[src/rtl/uks_channel_ctrl.sv]
// Channel controller for the 16-point OSN/REZ distribution board: debounced address commit,
// break-before-make forward enables and non-revertive OSN/REZ return selection on loss of signal.
module uks_channel_ctrl #(
   parameter int N_CH       = 16,
   parameter int ADDR_W     = 8,
   parameter int STABLE_CYC = 1024,
   parameter int GUARD_CYC  = 16,
   parameter int LOS_CYC    = 50000
) (
   input  logic                     clk_50_MHz,
   input  logic                     rst,
   input  logic [ADDR_W-1:0]        addr,
   input  logic [N_CH-1:0]          din_osn,
   input  logic [N_CH-1:0]          din_rez,
   output logic [N_CH-1:0]          dout_en,
   output logic                     ret_sel,
   output logic [$clog2(N_CH)-1:0]  ch_sel,
   output logic                     ch_active,
   output logic                     los_osn,
   output logic                     los_rez,
   output logic [7:0]               switch_cnt
);

   localparam int CH_W    = $clog2(N_CH);
   localparam int STAB_W  = $clog2(STABLE_CYC);
   localparam int GUARD_W = $clog2(GUARD_CYC);
   localparam int LOS_W   = $clog2(LOS_CYC + 1);

   localparam logic [STAB_W-1:0]  STAB_MAX   = STAB_W'(STABLE_CYC - 1);
   localparam logic [GUARD_W-1:0] GUARD_LAST = GUARD_W'(GUARD_CYC - 1);
   localparam logic [LOS_W-1:0]   LOS_MAX    = LOS_W'(LOS_CYC);

   typedef enum logic [1:0] {IDLE, GUARD, RUN_OSN, RUN_REZ} state_e;

   // Address synchronizer, stability counter and committed address
   logic [ADDR_W-1:0]  addr_s1_q, addr_s2_q;
   logic [STAB_W-1:0]  stab_q, stab_d;
   logic               com_vld_q, com_vld_d;
   logic [ADDR_W-1:0]  com_addr_q, com_addr_d;
   logic               addr_chg, commit, new_valid;
   logic [CH_W-1:0]    new_ch;

   // Return-line synchronizers (two flops plus one edge-detect stage)
   logic [N_CH-1:0]    osn_s1_q, osn_s2_q, osn_s3_q;
   logic [N_CH-1:0]    rez_s1_q, rez_s2_q, rez_s3_q;
   logic [N_CH-1:0]    osn_tog_v, rez_tog_v;

   logic [LOS_W-1:0]   osn_cnt_q, osn_cnt_d, rez_cnt_q, rez_cnt_d;
   logic               los_osn_q, los_osn_d, los_rez_q, los_rez_d;

   state_e             state_q, state_d;
   logic [GUARD_W-1:0] guard_q, guard_d;
   logic [CH_W-1:0]    ch_q, ch_d;
   logic [7:0]         swc_q, swc_d, swc_inc;
   logic [N_CH-1:0]    dout_en_q, dout_en_d;
   logic               ret_sel_q, ret_sel_d, active_q, active_d;
   logic               los_clr;

   // The counter clears on the cycle the synchronized address is about to change, so a pin
   // change commits exactly 2+STABLE_CYC edges later.
   assign addr_chg  = (addr_s1_q != addr_s2_q);
   assign commit    = (stab_q == STAB_MAX) && (!com_vld_q || (addr_s2_q != com_addr_q));
   assign new_valid = (addr_s2_q[ADDR_W-1:CH_W] == '0);
   assign new_ch    = addr_s2_q[CH_W-1:0];

   always_comb begin
      // NOTE: every combinational output gets a default first so no path can infer a latch.
      stab_d     = stab_q;
      com_vld_d  = com_vld_q;
      com_addr_d = com_addr_q;
      if (addr_chg)
         stab_d = '0;
      else if (stab_q != STAB_MAX)
         stab_d = stab_q + 1'b1;
      if (commit) begin
         com_vld_d  = 1'b1;
         com_addr_d = addr_s2_q;
      end
   end

   assign osn_tog_v = osn_s2_q ^ osn_s3_q;
   assign rez_tog_v = rez_s2_q ^ rez_s3_q;
   assign swc_inc   = (swc_q == 8'hFF) ? swc_q : swc_q + 8'd1;

   always_comb begin
      state_d = state_q;
      guard_d = guard_q;
      ch_d    = ch_q;
      swc_d   = swc_q;
      los_clr = 1'b0;
      // An address commit outranks any LOS switchover evaluated in the same cycle.
      if (commit && !new_valid) begin
         state_d = IDLE;
      end else if (commit) begin
         state_d = GUARD;
         guard_d = '0;
         ch_d    = new_ch;
         swc_d   = '0;
         los_clr = 1'b1;
      end else begin
         unique case (state_q)
            IDLE: ;
            GUARD:
               if (guard_q == GUARD_LAST) state_d = RUN_OSN;
               else                       guard_d = guard_q + 1'b1;
            RUN_OSN:
               if (los_osn_q && !los_rez_q) begin
                  state_d = RUN_REZ;
                  swc_d   = swc_inc;
               end
            RUN_REZ:
               if (los_rez_q && !los_osn_q) begin
                  state_d = RUN_OSN;
                  swc_d   = swc_inc;
               end
            default: state_d = IDLE;
         endcase
      end
      if (state_d == IDLE) los_clr = 1'b1;
   end

   always_comb begin
      dout_en_d = '0;
      active_d  = (state_d == RUN_OSN) || (state_d == RUN_REZ);
      ret_sel_d = (state_d == RUN_REZ);
      if (active_d) dout_en_d[ch_d] = 1'b1;
   end

   always_comb begin
      osn_cnt_d = osn_cnt_q;
      rez_cnt_d = rez_cnt_q;
      if (los_clr || osn_tog_v[ch_q]) osn_cnt_d = '0;
      else if (osn_cnt_q != LOS_MAX)  osn_cnt_d = osn_cnt_q + 1'b1;
      if (los_clr || rez_tog_v[ch_q]) rez_cnt_d = '0;
      else if (rez_cnt_q != LOS_MAX)  rez_cnt_d = rez_cnt_q + 1'b1;
      los_osn_d = (osn_cnt_d == LOS_MAX);
      los_rez_d = (rez_cnt_d == LOS_MAX);
   end

   // NOTE: sequential state uses non-blocking assignments so every register samples pre-edge values.
   always_ff @(posedge clk_50_MHz) begin
      if (rst) begin
         addr_s1_q  <= '0;
         addr_s2_q  <= '0;
         stab_q     <= '0;
         com_vld_q  <= 1'b0;
         com_addr_q <= '0;
         osn_s1_q   <= '0;
         osn_s2_q   <= '0;
         osn_s3_q   <= '0;
         rez_s1_q   <= '0;
         rez_s2_q   <= '0;
         rez_s3_q   <= '0;
         osn_cnt_q  <= '0;
         rez_cnt_q  <= '0;
         los_osn_q  <= 1'b0;
         los_rez_q  <= 1'b0;
         state_q    <= IDLE;
         guard_q    <= '0;
         ch_q       <= '0;
         swc_q      <= '0;
         dout_en_q  <= '0;
         ret_sel_q  <= 1'b0;
         active_q   <= 1'b0;
      end else begin
         addr_s1_q  <= addr;
         addr_s2_q  <= addr_s1_q;
         stab_q     <= stab_d;
         com_vld_q  <= com_vld_d;
         com_addr_q <= com_addr_d;
         osn_s1_q   <= din_osn;
         osn_s2_q   <= osn_s1_q;
         osn_s3_q   <= osn_s2_q;
         rez_s1_q   <= din_rez;
         rez_s2_q   <= rez_s1_q;
         rez_s3_q   <= rez_s2_q;
         osn_cnt_q  <= osn_cnt_d;
         rez_cnt_q  <= rez_cnt_d;
         los_osn_q  <= los_osn_d;
         los_rez_q  <= los_rez_d;
         state_q    <= state_d;
         guard_q    <= guard_d;
         ch_q       <= ch_d;
         swc_q      <= swc_d;
         dout_en_q  <= dout_en_d;
         ret_sel_q  <= ret_sel_d;
         active_q   <= active_d;
      end
   end

   assign dout_en    = dout_en_q;
   assign ret_sel    = ret_sel_q;
   assign ch_sel     = ch_q;
   assign ch_active  = active_q;
   assign los_osn    = los_osn_q;
   assign los_rez    = los_rez_q;
   assign switch_cnt = swc_q;

endmodule

[config.mk]
export PLATFORM = sky130hd
export DESIGN_NAME = uks_channel_ctrl
export DESIGN_NICKNAME = d
export VERILOG_FILES = /design/src/rtl/uks_channel_ctrl.sv
export SDC_FILE = /design/constraint.sdc
export NUM_CORES = 1
export LEC_CHECK = 0
export ABC_AREA = 1
export CAP_MARGIN = 20
export CORE_UTILIZATION = 55
export CTS_BUF_LIST = sky130_fd_sc_hd__clkbuf_8
export DETAILED_ROUTE_END_ITERATION = 16
export GPL_TIMING_DRIVEN = 1
export PLACE_DENSITY = 0.77
export SLEW_MARGIN = 25
export SYNTH_ARGS = -nofsm -noshare
export SYNTH_HDL_FRONTEND = slang
export SYNTH_SLANG_ARGS = --single-unit
[constraint.sdc]
create_clock -name clk_50_MHz -period 3.72 [get_ports clk_50_MHz]
set_clock_uncertainty 0.05 [all_clocks]
set_input_delay 0.558 -clock clk_50_MHz [delete_from_list [all_inputs] [get_ports clk_50_MHz]]
set_output_delay 0.558 -clock clk_50_MHz [all_outputs]
set_load 0.02 [all_outputs]
==> flow_metrics.tcl <==
set metrics [dict create \
    status "finished clean" \
    crit_chain "clkdlybuf4s50_1" \
    max_stage_delay_ps 730 \
    drive_gt1_share_pct 6.30 \
    grt_max_degree 109 \
    wl_met3_um 821 \
    final_area_um2 9540 \
    drc_errors 0 \
    critical_path.max_fanout 11 \
    grt_pass1_vias 5831 \
    start_kind "register" \
    vias_per_cell 4.68 \
    io_pins 74 \
    wl_met2_mm 6.75 \
    synth_edf_count 0 \
    routabilityCongestion 0.881 \
    nets 1199 \
    finalHoldViolations 0 \
    syn_inst 1068 \
    synth_most_common_cell "inv_1" \
    fin_crit_sh_pct 69.9 \
    synth_cell_types 38 \
    core_region_area_um2 14000 \
    groute.usage.overall_pct 20.9 \
    fmax_ghz 0.385 \
    cts_htree_levels 1 \
    drtIter0Drc 361 \
    synth-seq-cells 201 \
    slowest_stage "clkdlybuf4s50_1" \
    die_h_um 123 \
    critical_path_buf_inv_count 1 \
    drv_slew 0 \
    ys_warn_count 0 \
    fp.dieArea_um2 15000 \
    ir_worst_vdd_mv 0.272 \
    r2r-end "rez_cnt_q[1]" \
    antenna_found_initial 0 \
    vias 6341 \
    yosysTopAreaCellShare_pct 50.4 \
    yosys-top-cells-count "inv_1 (218), nor2_1 (211), dfxtp_1 (201)" \
    io_buffer_count 73 \
    n_antenna_cell 0 \
    yosys-top-cells-area "dfxtp_1 (50%), inv_1 (10%), nor2_1 (9.9%), nand2_1 (7.4%), nand3_1 (4.4%)" \
    worstHoldStart "rst" \
    syn_area_um2 7990 \
    met1_length_mm 7.21 \
    drt_pass1_iterations 4 \
    die_w_um 123 \
    cts.sinks 201 \
    grt_overflow 0 \
    post_cts_resized 0 \
    r2r_slack_ps 1190 \
    arrival_ps 1990 \
    critPathRequiredTime_ps 3110 \
    grt_pass1_wl_mm 25.4 \
    fin_tns_setup_ps 0 \
    p_per_area_nw_per_um2 451 \
    fp-row-count 43 \
    crit_type "reg -> out" \
    async_reset_ff_share_pct 0 \
    slew_headroom_pct 59.9 \
    min_to "addr_s2_q[7]" \
    numCtsBuffers 31 \
    synth_nets 1117 \
    rsz0062_at_grt "false" \
    highest_layer "met4" \
    power_leakage_uw 0.00397 \
    dp_hpwl_mm 10.4 \
    drt.antenna.violating_nets 0 \
    clk_latency_ps 560 \
    synthFlopType "dfxtp_1" \
    start_util_pct 56.9 \
    drv_cap 0 \
    end_kind "output port" \
    cts_buffer_depth 3 \
    clk_pin_slew_ps 60 \
    cts_root_buffer "clkbuf_8" \
    cts_setup_buffers 0 \
    wire_per_inst_um 11.1 \
    synthToLayoutAreaGrowth_pct 19.3 \
    placed_cell_area_um2 8850 \
    synth_seq_area_share_pct 50.4 \
    setup_viol 0 \
    netlist.top_cell.by_area "dfxtp_1" \
    synth.avg_cell_area_um2 7.48 \
    worst_pin_slew_ps 601 \
    r2r-start "ch_sel[0]" \
    routed_wl_mm 15.0 \
    r2r_cells 8 \
    cts_hold_buf 0 \
    min_path_type "in -> reg" \
    cts_tree "done" \
    fill_cells 1185 \
    cp_top_family "buffers and inverters" \
    min_path_cells 2 \
    final.min_clock_period_ps 2600 \
]
per-layer routing:
metal	vias up	GRT usage, %
li1	3394	-
met1	2797	27.8
met2	126	34.4
met3	24	3.58
met4	0	6.63
met5	-	0
how the worst max path moves through the flow:
stage / start / to / depth (start not counted)
final: ch_sel[1] / ch_sel[1] / 1
after global routing: ch_sel[0] / osn_cnt_q[2] / 10
after floorplan: los_rez / switch_cnt[4] / 12
after detailed placement: ch_sel[0] / rez_cnt_q[1] / 8
after global placement: ch_sel[0] / osn_cnt_q[2] / 10
after CTS: ch_sel[0] / ch_sel[0] / 1
through the flow:
stage	hold slack [ps]	total power (µW)	worst slack, ps	utilization (%)	instances
after floorplan	338	2370	1820	-	1068
after global placement	339	2430	1310	63.0	1297
after detailed placement	344	2440	1220	63.0	1297
after CTS	315	4350	1100	67.9	1355
after global routing	341	4480	820	67.9	1355
final	343	4300	1120	67.9	1355
power breakdown:
part	leakage, µW	switching, µW	internal [µW]	total [µW]
Clock	0.000386	820	1090	1910
Combinational	0.00194	83.2	79.8	163
Sequential	0.00164	23.8	2200	2230
registers in the layout (all words and copies together) (netlist names), 2 cells and up:
register    count
osn_s2_q       16
stab_q         10
guard_q         4
osn_cnt_q      16
rez_s1_q       16
addr_s1_q       8
rez_s2_q       16
rez_cnt_q      16
dout_en        16
osn_s3_q       16
addr_s2_q       8
ch_sel          4
switch_cnt      8
com_addr_q      8
state_q         2
osn_s1_q       16
rez_s3_q       16
cell usage in the layout, fill, tap and decap left out, types with 5 or more instances in the layout:
master | synthesis | final
ha_1 | 7 | 7
inv_1 | 218 | 226
nor3_1 | 18 | 18
dfxtp_1 | 201 | 201
nor2_1 | 211 | 211
a21oi_1 | 28 | 28
o211ai_1 | 7 | 7
clkdlybuf4s50_1 | 0 | 72
nand3_1 | 71 | 71
nand4_1 | 15 | 15
o21ai_0 | 18 | 18
clkinv_2 | 0 | 5
nand2_1 | 157 | 157
xnor2_1 | 12 | 12
xor2_1 | 37 | 37
clkbuf_8 | 0 | 43
nor4_1 | 6 | 6
kinds of logic (layout without fill, tap and decap cells):
kind of cell | after synthesis | after routing | synth area share (%)
AOI/OAI and AO/OA | 68 | 68 | 4.95
and+or+nand+nor | 495 | 495 | 26.3
buffers and inverters | 248 | 355 | 11.9
xor gates and xnor gates | 49 | 49 | 5.37
DFF | 201 | 201 | 50.4
adders and majority gates | 7 | 7 | 1.10
area by class of cell:
| type | instances | area (µm²) | share of cell area (%) |
|---|---|---|---|
| sequential | 201 | 4020 | 42.2 |
| multi-input combinational | 619 | 3010 | 31.6 |
| inverter | 223 | 840 | 8.80 |
| timing repair buffer | 74 | 748 | 7.85 |
| clock buffer | 43 | 592 | 6.21 |
| tap | 180 | 225 | 2.36 |
| clock inverter | 15 | 92.6 | 0.971 |
Note: power is estimated with default switching activity, not from simulation.
